## config.mk

```make
export PLATFORM = sky130hd
export DESIGN_NAME = id_ex_stage
export DESIGN_NICKNAME = d
export VERILOG_FILES = /design/src/rtl/core_pkg.sv /design/src/rtl/load_use_detect.sv /design/src/rtl/id_ex_stage.sv
export SDC_FILE = /design/constraint.sdc
export NUM_CORES = 1
export LEC_CHECK = 0
export CAP_MARGIN = 20
export CORE_MARGIN = 5
export CORE_UTILIZATION = 40
export DETAILED_ROUTE_END_ITERATION = 12
export PLACE_DENSITY = 0.78
export SETUP_SLACK_MARGIN = 0.5
export SLEW_MARGIN = 20
export SYNTH_ARGS = -nofsm -noshare
export SYNTH_HDL_FRONTEND = slang
export SYNTH_SLANG_ARGS = --single-unit
export TNS_END_PERCENT = 30
```

## constraint.sdc

```tcl
create_clock -name clk -period 2.63 [get_ports clk]
set_clock_uncertainty 0.15 [all_clocks]
set_input_delay 0.526 -clock clk [delete_from_list [all_inputs] [get_ports clk]]
set_output_delay 0.526 -clock clk [all_outputs]
set_load 0.02 [all_outputs]
```

## src/rtl/core_pkg.sv

```systemverilog
// Shared definitions for the 5-stage core: ALU op encodings, control bundle and
// the bubble value loaded into pipeline registers when an instruction is squashed.
package core_pkg;

    localparam logic [4:0] REG_ZERO = 5'd0;

    typedef enum logic [3:0] {
        ALU_ADD = 4'd0,
        ALU_SUB = 4'd1,
        ALU_AND = 4'd2,
        ALU_OR  = 4'd3,
        ALU_XOR = 4'd4,
        ALU_NOR = 4'd5,
        ALU_SLT = 4'd6,
        ALU_SLL = 4'd7,
        ALU_SRL = 4'd8,
        ALU_SRA = 4'd9,
        ALU_LUI = 4'd10
    } alu_op_e;

    typedef struct packed {
        logic       reg_wen;
        logic       mem_read;
        logic       mem_write;
        logic       mem_to_reg;
        logic       alu_src;
        logic [3:0] alu_op;
    } ctrl_t;

    localparam ctrl_t CTRL_BUBBLE = '{
        reg_wen:    1'b0,
        mem_read:   1'b0,
        mem_write:  1'b0,
        mem_to_reg: 1'b0,
        alu_src:    1'b0,
        alu_op:     ALU_ADD
    };

endpackage

```

## src/rtl/load_use_detect.sv

```systemverilog
// Combinational load-use hazard check: a load in EX whose destination is read
// by the instruction currently in ID cannot be forwarded in time.
module load_use_detect
    import core_pkg::*;
(
    input  logic       ex_mem_read,
    input  logic [4:0] ex_rt,
    input  logic [4:0] id_rs,
    input  logic [4:0] id_rt,
    input  logic       id_uses_rt,
    output logic       lu_hit
);

    // $0 is hardwired, so a load targeting it never creates a dependency.
    assign lu_hit = ex_mem_read && (ex_rt != REG_ZERO) &&
                    ((ex_rt == id_rs) || (id_uses_rt && (ex_rt == id_rt)));

endmodule

```

## src/rtl/id_ex_stage.sv

```systemverilog
// ID/EX pipeline register with load-use bubble insertion and a saturating count
// of inserted load-use bubbles.
module id_ex_stage
    import core_pkg::*;
#(
    parameter int          DW      = 32,
    parameter logic [15:0] SAT_MAX = 16'hFFFF
) (
    input  logic          clk,
    input  logic          rst_n,
    input  logic [4:0]    id_rs,
    input  logic [4:0]    id_rt,
    input  logic [4:0]    id_rd,
    input  logic          id_uses_rt,
    input  logic [DW-1:0] id_a,
    input  logic [DW-1:0] id_b,
    input  logic [DW-1:0] id_imm,
    input  logic          id_reg_wen,
    input  logic          id_mem_read,
    input  logic          id_mem_write,
    input  logic          id_mem_to_reg,
    input  logic          id_alu_src,
    input  logic [3:0]    id_alu_op,
    input  logic          flush,
    input  logic          hold,
    output logic [4:0]    ex_rs,
    output logic [4:0]    ex_rt,
    output logic [4:0]    ex_rd,
    output logic [DW-1:0] ex_a,
    output logic [DW-1:0] ex_b,
    output logic [DW-1:0] ex_imm,
    output logic          ex_reg_wen,
    output logic          ex_mem_read,
    output logic          ex_mem_write,
    output logic          ex_mem_to_reg,
    output logic          ex_alu_src,
    output logic [3:0]    ex_alu_op,
    output logic          lu_stall,
    output logic [15:0]   stall_count
);

    ctrl_t id_ctrl;
    ctrl_t ex_ctrl;
    logic  lu_hit;

    assign id_ctrl = '{
        reg_wen:    id_reg_wen,
        mem_read:   id_mem_read,
        mem_write:  id_mem_write,
        mem_to_reg: id_mem_to_reg,
        alu_src:    id_alu_src,
        alu_op:     id_alu_op
    };

    load_use_detect u_load_use_detect (
        .ex_mem_read (ex_ctrl.mem_read),
        .ex_rt       (ex_rt),
        .id_rs       (id_rs),
        .id_rt       (id_rt),
        .id_uses_rt  (id_uses_rt),
        .lu_hit      (lu_hit)
    );

    // A flush already squashes ID, and a hold freezes everything, so neither needs a stall.
    assign lu_stall = lu_hit && !flush && !hold;

    always_ff @(posedge clk or negedge rst_n) begin
        if (!rst_n) begin
            ex_rs       <= REG_ZERO;
            ex_rt       <= REG_ZERO;
            ex_rd       <= REG_ZERO;
            ex_a        <= '0;
            ex_b        <= '0;
            ex_imm      <= '0;
            ex_ctrl     <= CTRL_BUBBLE;
            stall_count <= '0;
        end else if (!hold) begin
            if (flush || lu_hit) begin
                // rd=0 with wen=0 keeps the bubble invisible to forwarding.
                ex_rs   <= REG_ZERO;
                ex_rt   <= REG_ZERO;
                ex_rd   <= REG_ZERO;
                ex_a    <= '0;
                ex_b    <= '0;
                ex_imm  <= '0;
                ex_ctrl <= CTRL_BUBBLE;
                if (!flush && (stall_count != SAT_MAX))
                    stall_count <= stall_count + 16'd1;
            end else begin
                ex_rs   <= id_rs;
                ex_rt   <= id_rt;
                ex_rd   <= id_rd;
                ex_a    <= id_a;
                ex_b    <= id_b;
                ex_imm  <= id_imm;
                ex_ctrl <= id_ctrl;
            end
        end
    end

    assign ex_reg_wen    = ex_ctrl.reg_wen;
    assign ex_mem_read   = ex_ctrl.mem_read;
    assign ex_mem_write  = ex_ctrl.mem_write;
    assign ex_mem_to_reg = ex_ctrl.mem_to_reg;
    assign ex_alu_src    = ex_ctrl.alu_src;
    assign ex_alu_op     = ex_ctrl.alu_op;

endmodule

```

Word-level counts from Yosys, hierarchy flattened:

Cells that the tools add are included.

* bits of input ports: 125
* word-level logic and storage cells: 37
* output and inout port bits: 137
* register bits after elaboration: 136

* $add $sub $neg: 1
* reductions and logical operators: 12
* eq/ne operators: 3
* bitwise gates (word level): 1
* muxes and demuxes: 7

Operators by type and width (number)
* $mux 32: 3
* $add 16x1->16 const B: 1
* $ne 16x16->1 const B: 1
* $mux 5: 3
* $eq 5x5->1: 2
* $mux 9: 1
* $logic_and 1x1->1: 6
* $reduce_bool 5->1: 1
* $reduce_and 3->1: 1
* $logic_not 1->1: 2
* $logic_or 1x1->1: 2
* $not 1->1: 1

Logic depth before layout (Yosys ltp):

Gate-level depths: netlist of run 1.

* depth after elaboration: 6
* depth in mapped cells: 7
* mapped depth without buffers: 6

Cells and area by module:

From an unflattened synthesis of run 1, not the netlist that was laid out.

* cell total of the unflattened synthesis: 360
* area total of the unflattened synthesis: 5098.6 um^2

Modules (own cells, without submodules)
* id_ex_stage: area each 4966.0 um^2, instances 1, cells an instance 343
* load_use_detect: area each 132.6 um^2, instances 1, cells an instance 17

Least setup slack after synthesis of run 1:

OpenSTA, ideal clock, no wires.

* path kind: register to output
* start: reg ex_rt[2]
* end: out lu_stall
* buffers on the path: 0
* data arrival time: 1.422 ns
* data required time: 1.954 ns
* path slack: 0.532 ns
* cell stages (with the launch flop): 6
* path through: dfrtp_1 xnor2_1 nand2_1 o22ai_1 nand2_1 nor2_1

* cells in the longest elaborated chain, start to end: 6
* elaborated cells between the ends (all ways): 9
* classes of those cells: 2 x eq/ne; 7 x reduce/logical

Ends and longest elaborated chain
* from (decl): RTL line id_ex_stage.sv:27 `output logic [4:0] ex_rt,`
* from (signal assigned): RTL line id_ex_stage.sv:91 `ex_rt <= id_rt;`
* $eq 5x5->1: RTL line load_use_detect.sv:16 `((ex_rt == id_rs) || (id_uses_rt && (ex_rt == id_rt)));`
* $logic_and 1x1->1: RTL line load_use_detect.sv:16
* $logic_or 1x1->1: RTL line load_use_detect.sv:16
* $logic_and 1x1->1 (*): RTL line load_use_detect.sv:15 `assign lu_hit = ex_mem_read && (ex_rt != REG_ZERO) &&`
* $logic_and 1x1->1 (*) (2 in a row): RTL line id_ex_stage.sv:65 `assign lu_stall = lu_hit && !flush && !hold;`
* to (decl): RTL line id_ex_stage.sv:38 `output logic lu_stall,`

Every way passes the cells marked *; elsewhere a longest branch is shown, timed or not.

Final worst setup path of run 1:

* start: reg ex_rt[3]
* end: out lu_stall

The elaborated chain is that of the path after synthesis.

==> impl_metrics.py, run 1 <==
metrics = {
    "timing": {
        "finalMaxSlewViolations": 0,
        "hold_slack_ns": 0.263,
        "fin_crit_ns": 2.56,
        "setup_viol": 0,
        "hold_viol": 0,
        "setup_slack_ns": 0.0740,
        "post-route-period-util": 0.972,
        "max_slew_margin": 0.403,
        "setup-tns-final_ns": 0,
        "worst_pin_slew_ns": 0.895,
        "fmax_mhz": 391,
        "rsz0062_at_grt": "yes",
    },
    "finish": {
        "finalNonFillerCells": 849,
        "fin_util": 0.725,
        "antennaDiodeCount": 0,
        "final_area_sq_um": 9230,
        "reg_top3": "ex_a x32, ex_b x32, ex_imm x32",
        "area_growth_pct": 76.5,
        "num-nets-final": 790,
        "drive_gt1_frac": 0.151,
    },
    "yosys": {
        "synthesis.area_sq_um": 5230,
        "ys_async_sr_fraction": 1.00,
        "synthTopCellsByCount": "dfrtp_1 (136), a22o_1 (120), clkbuf_1 (13)",
        "synth_edf_count": 0,
        "synth_top_area_share": 0.651,
        "yosysUniqueCellTypes": 29,
        "synth-seq-area-share": 0.651,
        "avgSynthCellArea_sq_um": 14.2,
        "synth-seq-cells": 136,
        "synthFlopType": "dfrtp_1",
        "ys_top_cells_by_area": "dfrtp_1 (65%), a22o_1 (20%), buf_6 (2.4%), xnor2_1 (1.8%), xor2_1 (1.7%)",
        "post-synth-top-count-cell": "dfrtp_1",
        "synth_warnings": 0,
        "synth_fp_nets": 494,
        "yosysTopAreaCell": "dfrtp_1",
        "synth_cells": 368,
    },
    "power_and_ir_drop": {
        "peakVddDrop_mv": 0.466,
        "seq_power_share": 0.391,
        "power_per_cell_area_nw_per_um2": 651,
        "combPwrFrac": 0.194,
        "finalPower_mw": 6.01,
        "p_sw_mw": 1.51,
        "swShare": 0.251,
        "internal_power_mw": 4.50,
        "p_leak_nw": 4.11,
        "p_clk_frac": 0.415,
    },
    "placed_design": {
        "dp_cells": 790,
        "dp_slack_ns": -0.348,
        "place_hpwl_microns": 11700,
        "placed_cell_area_sq_um": 8030,
        "numPortBuffers": 261,
        "place_congestion": 0.830,
    },
    "global_route": {
        "grt_pass1_vias": 4886,
        "grt-ovfl-total": 0,
        "track_usage": 0.229,
        "grt_max_degree": 121,
        "antenna_found_initial": 0,
        "grt_pass1_wl_microns": 27700,
    },
    "floorplanning": {
        "core-area_sq_um": 12700,
        "die_area_sq_um": 15500,
        "die_w_microns": 124,
        "start_util": 0.411,
        "rows": 41,
        "die_height_microns": 124,
        "io_pins": 262,
    },
    "clocking": {
        "clock_sinks": 136,
        "root_buffer": "clkbuf_16",
        "tritoncts": "yes",
        "numCtsBuffers": 17,
        "clk_pin_slew_ns": 0.06,
        "insertion_delay_ns": 0.42,
        "cts_max_level": 4,
        "clockBufferDepth": 2,
    },
    "setup_path": {
        "worstPathCellList": "or4_4 > o21a_4 > nand2_2 > nor2_2 > buf_6",
        "cp_max_fo": 3,
        "critPathKind": "reg2out",
        "startpoint_type": "register",
        "rrSetupSlack_ns": 0.09,
        "worstSetupEndpointType": "output pin",
        "cpPeakStageDelay_ns": 0.54,
        "critical_path_required_ns": 1.95,
        "critPathArrivalTime_ns": 1.88,
        "slowest_stage": "or4_4",
    },
    "route": {
        "wl_per_cell_microns": 21.8,
        "drtAntennaViolNets": 0,
        "drt_iter0_drc": 289,
        "drcViolationCount": 0,
        "drt_wl_total_microns": 18500,
        "num_vias": 4486,
        "vias_per_cell": 5.28,
        "drt_pass1_iterations": 4,
    },
    "outcome": {
        "status": "finished, final reports clean",
    },
    "hold_path": {
        "hp-class": "in2reg",
    },
    "flow_run": {
        "drv_cap": 0,
    },
}
-- cell families after synthesis --
logic type / share of synthesized area
multiplexers: 0.0105
XOR/XNOR: 0.0352
flip-flops: 0.651
AND/OR/NAND/NOR: 0.0524
AO/OA/AOI/OAI: 0.211
adder cells (fa/ha/maj): 0.00239
buffers and inverters: 0.0380
-- layout by cell type (no fill, tap or decap), drive strengths merged, types with 3 or more instances in the layout --
| cell | synthesis | layout |
|---|---|---|
| dlymetal6s2s | 0 | 3 |
| nor2 | 4 | 4 |
| clkbuf | 13 | 23 |
| nand2 | 8 | 8 |
| nand4 | 3 | 3 |
| buf | 14 | 41 |
| clkinvlp | 0 | 3 |
| xor2 | 10 | 10 |
| clkinv | 0 | 5 |
| xnor2 | 11 | 11 |
| dfrtp | 136 | 136 |
| and3 | 4 | 4 |
| bufinv | 0 | 4 |
| nor3 | 9 | 9 |
| nor4 | 5 | 5 |
| nand3 | 12 | 12 |
| inv | 3 | 4 |
| mux2 | 4 | 4 |
| clkdlybuf4s50 | 0 | 255 |
| a22o | 120 | 120 |
-- per-layer routing --
layer | vias to the layer above | routed length [microns] | global-route usage
met5 | - | 0 | 0
met4 | 0 | 690 | 0.0967
met3 | 47 | 1210 | 0.0725
met2 | 221 | 9290 | 0.388
met1 | 2218 | 7320 | 0.268
li1 | 2000 | - | -
-- what timing repair did --
item | CTS | global route
resized for setup | 24 | 20
setup buffers | 10 | 5
endpoints found under the hold margin | 49 | 0
setup endpoints to repair | 155 | 173
hold buffers | 1 | 0
pin swaps | 3 | 7
cloned | 6 | 5
-- layout make-up --
class                           count  area [sq um]
Clock inverter                     13           176
Fill cell                         852          3500
Clock buffer                       19           443
Inverter                            3          11.3
Timing Repair Buffer              304          3260
Multi-Input combinational cell    202          1720
Tap cell                          172           215
Sequential cell                   136          3410
-- path summary, 6_finish.rpt --
path	from	endpoint	cells after the start
min in group asynchronous	rst_n	ex_b[17]	2
hold / removal	id_rt[4]	ex_rt[4]	2
setup / recovery	ex_rt[3]	lu_stall	5
setup reg to reg	ex_rt[3]	ex_rd[3]	10
max in group asynchronous	rst_n	ex_alu_op[2]	3
hold reg to reg	stall_count[5]	stall_count[5]	1
-- worst max-delay path: cells and delay by family, from the launching register on --
kind	cells	cell delay [ns]
flip-flops	1	0.45
AND/OR/NAND/NOR	3	0.64
AO/OA/AOI/OAI	1	0.23
buffers and inverters	1	0.13
-- power groups by stage --
stage | registers [mW] | clock network [mW] | logic [mW]
final | 2.35 | 2.49 | 1.17
after global routing | 2.37 | 2.63 | 1.23
after CTS | 2.35 | 2.52 | 1.13
after detailed placement | 2.38 | 0 | 1.04
after global placement | 2.37 | 0 | 1.03
after floorplan | 2.56 | 0 | 0.236
No activity file was read; power rests on OpenSTA's default activity.
==> run 2: changes to the inputs <==
--- a/config.mk
+++ b/config.mk
@@ -10,6 +10,7 @@
 export CORE_UTILIZATION = 40
 export DETAILED_ROUTE_END_ITERATION = 12
 export PLACE_DENSITY = 0.78
+export REMOVE_ABC_BUFFERS = 1
 export SETUP_SLACK_MARGIN = 0.5
 export SLEW_MARGIN = 20
 export SYNTH_ARGS = -nofsm -noshare
==> impl_metrics.py, run 2 (synthesis results as in run 1) <==
metrics = {
    "route": {
        "wl_per_cell_microns": 21.5,
        "drt_iter0_drc": 262,
        "drt_pass1_iterations": 4,
        "drtAntennaViolNets": 0,
        "num_vias": 4566,
        "vias_per_cell": 5.30,
        "drt_wl_total_microns": 18500,
        "drcViolationCount": 0,
    },
    "placed_design": {
        "place_hpwl_microns": 11900,
        "dp_slack_ns": -0.318,
        "numPortBuffers": 261,
        "place_congestion": 0.916,
        "placed_cell_area_sq_um": 8040,
        "dp_cells": 790,
    },
    "setup_path": {
        "worstPathCellList": "buf_4 > xnor2_2 > nand4_1 > buf_4 > o32a_1 > buf_4 > nor3_1 > mux2_2",
        "slowest_stage": "o32a_1",
        "path_depth": 8,
        "cpPeakStageDelay_ns": 0.42,
        "crit_top_cell": "buf_4",
        "critPathKind": "reg2reg",
        "path_buf_inv": 3,
        "critical-path-top-delay-family": "buffers and inverters",
        "cp_max_fo": 5,
        "reg2regPathDepth": 8,
        "worstSetupEndpointType": "register",
        "startpoint_type": "register",
        "critical_path_required_ns": 2.78,
        "critPathArrivalTime_ns": 2.64,
    },
    "clocking": {
        "root_buffer": "clkbuf_16",
        "clk_pin_slew_ns": 0.06,
        "tritoncts": "yes",
        "insertion_delay_ns": 0.41,
        "clockBufferDepth": 2,
        "clock_sinks": 136,
        "numCtsBuffers": 17,
        "cts_max_level": 4,
    },
    "global_route": {
        "grt_pass1_vias": 4816,
        "grt_pass1_wl_microns": 27800,
        "track_usage": 0.228,
        "antenna_found_initial": 0,
        "grt-ovfl-total": 0,
        "grt_max_degree": 121,
    },
    "timing": {
        "worst_pin_slew_ns": 0.891,
        "finalMaxSlewViolations": 0,
        "post-route-period-util": 0.949,
        "hold_viol": 0,
        "fmax_mhz": 401,
        "max_slew_margin": 0.406,
        "fin_crit_ns": 2.49,
        "setup_viol": 0,
        "setup_slack_ns": 0.135,
        "rsz0062_at_grt": "yes",
    },
    "power_and_ir_drop": {
        "power_per_cell_area_nw_per_um2": 649,
        "finalPower_mw": 6.13,
        "peakVddDrop_mv": 0.432,
        "p_leak_nw": 4.25,
    },
    "finish": {
        "finalNonFillerCells": 862,
        "drive_gt1_frac": 0.158,
        "fill_cells": 847,
        "layout_commonest_cell": "clkdlybuf4s50_1",
        "reg_top3": "ex_a x32, ex_b x32, ex_imm x32",
        "final_cell_mix": "clkdlybuf4s50_1 (252), dfrtp_1 (133), a22o_1 (120), buf_4 (26), clkbuf_16 (20)",
        "num-nets-final": 803,
        "fin_util": 0.743,
        "area_growth_pct": 80.7,
        "final_area_sq_um": 9450,
        "antennaDiodeCount": 0,
    },
    "floorplanning": {
        "rows": 41,
        "start_util": 0.411,
        "die_area_sq_um": 15500,
        "die_w_microns": 124,
        "io_pins": 262,
        "die_height_microns": 124,
        "core-area_sq_um": 12700,
    },
    "hold_path": {
        "hp-class": "in2reg",
        "min_path_cells": 2,
    },
    "outcome": {
        "status": "finished, final reports clean",
    },
    "flow_run": {
        "drv_cap": 0,
    },
}
[run 2: worst paths after layout]
kind                       slack (ns)           start              end
setup / recovery                 0.14        ex_rt[0]  stall_count[11]
hold / removal                   0.25        id_rs[4]         ex_rs[4]
setup reg to reg                 0.14        ex_rt[0]  stall_count[11]
hold reg to reg                  0.35  stall_count[9]   stall_count[9]
max in group asynchronous        1.19           rst_n         ex_b[21]
min in group asynchronous        0.44           rst_n         ex_a[28]
[run 2: area by class of cell]
type,instances,area [sq um],area share
clock buffers,19,443,0.0469
multi-input cells,202,1710,0.181
flip-flops and latches,136,3410,0.361
well taps,172,215,0.0228
clock inverters,13,201,0.0213
repair buffers,317,3460,0.366
inverters,3,11.3,0.00119
[run 2: routing by layer]
| metal | vias to the layer above | share of wire | GRT usage |
|---|---|---|---|
| met3 | 28 | 0.063 | 0.0635 |
| met1 | 2301 | 0.41 | 0.282 |
| li1 | 2025 | - | - |
| met5 | - | 0 | 0 |
| met2 | 212 | 0.51 | 0.386 |
| met4 | 0 | 0.021 | 0.0709 |
[run 2: report_power, final]
part / leakage, nW / switching, mW / internal (mW)
Clock: 0.309 / 0.886 / 1.70
Combinational: 2.17 / 0.522 / 0.675
Sequential: 1.77 / 0.0993 / 2.24
Total: 4.25 / 1.51 / 4.62
[run 2: what timing repair did]
item | 4_1_cts | 5_1_grt
endpoints found under the hold margin | 41 | 0
gates resized for setup | 25 | 25
cloned | 10 | 5
pin swaps | 5 | 10
buffers inserted | 16 | 8
hold buffers | 1 | 0
setup endpoints to repair | 155 | 160
[run 2: stage by stage]
step / setup TNS, ns / hold slack, ns
after floorplan: -77.24 / 0.0804
after global placement: -0.847 / 0.314
after detailed placement: -3.61 / 0.316
after CTS: 0 / 0.346
after global routing: 0 / 0.259
final: 0 / 0.247
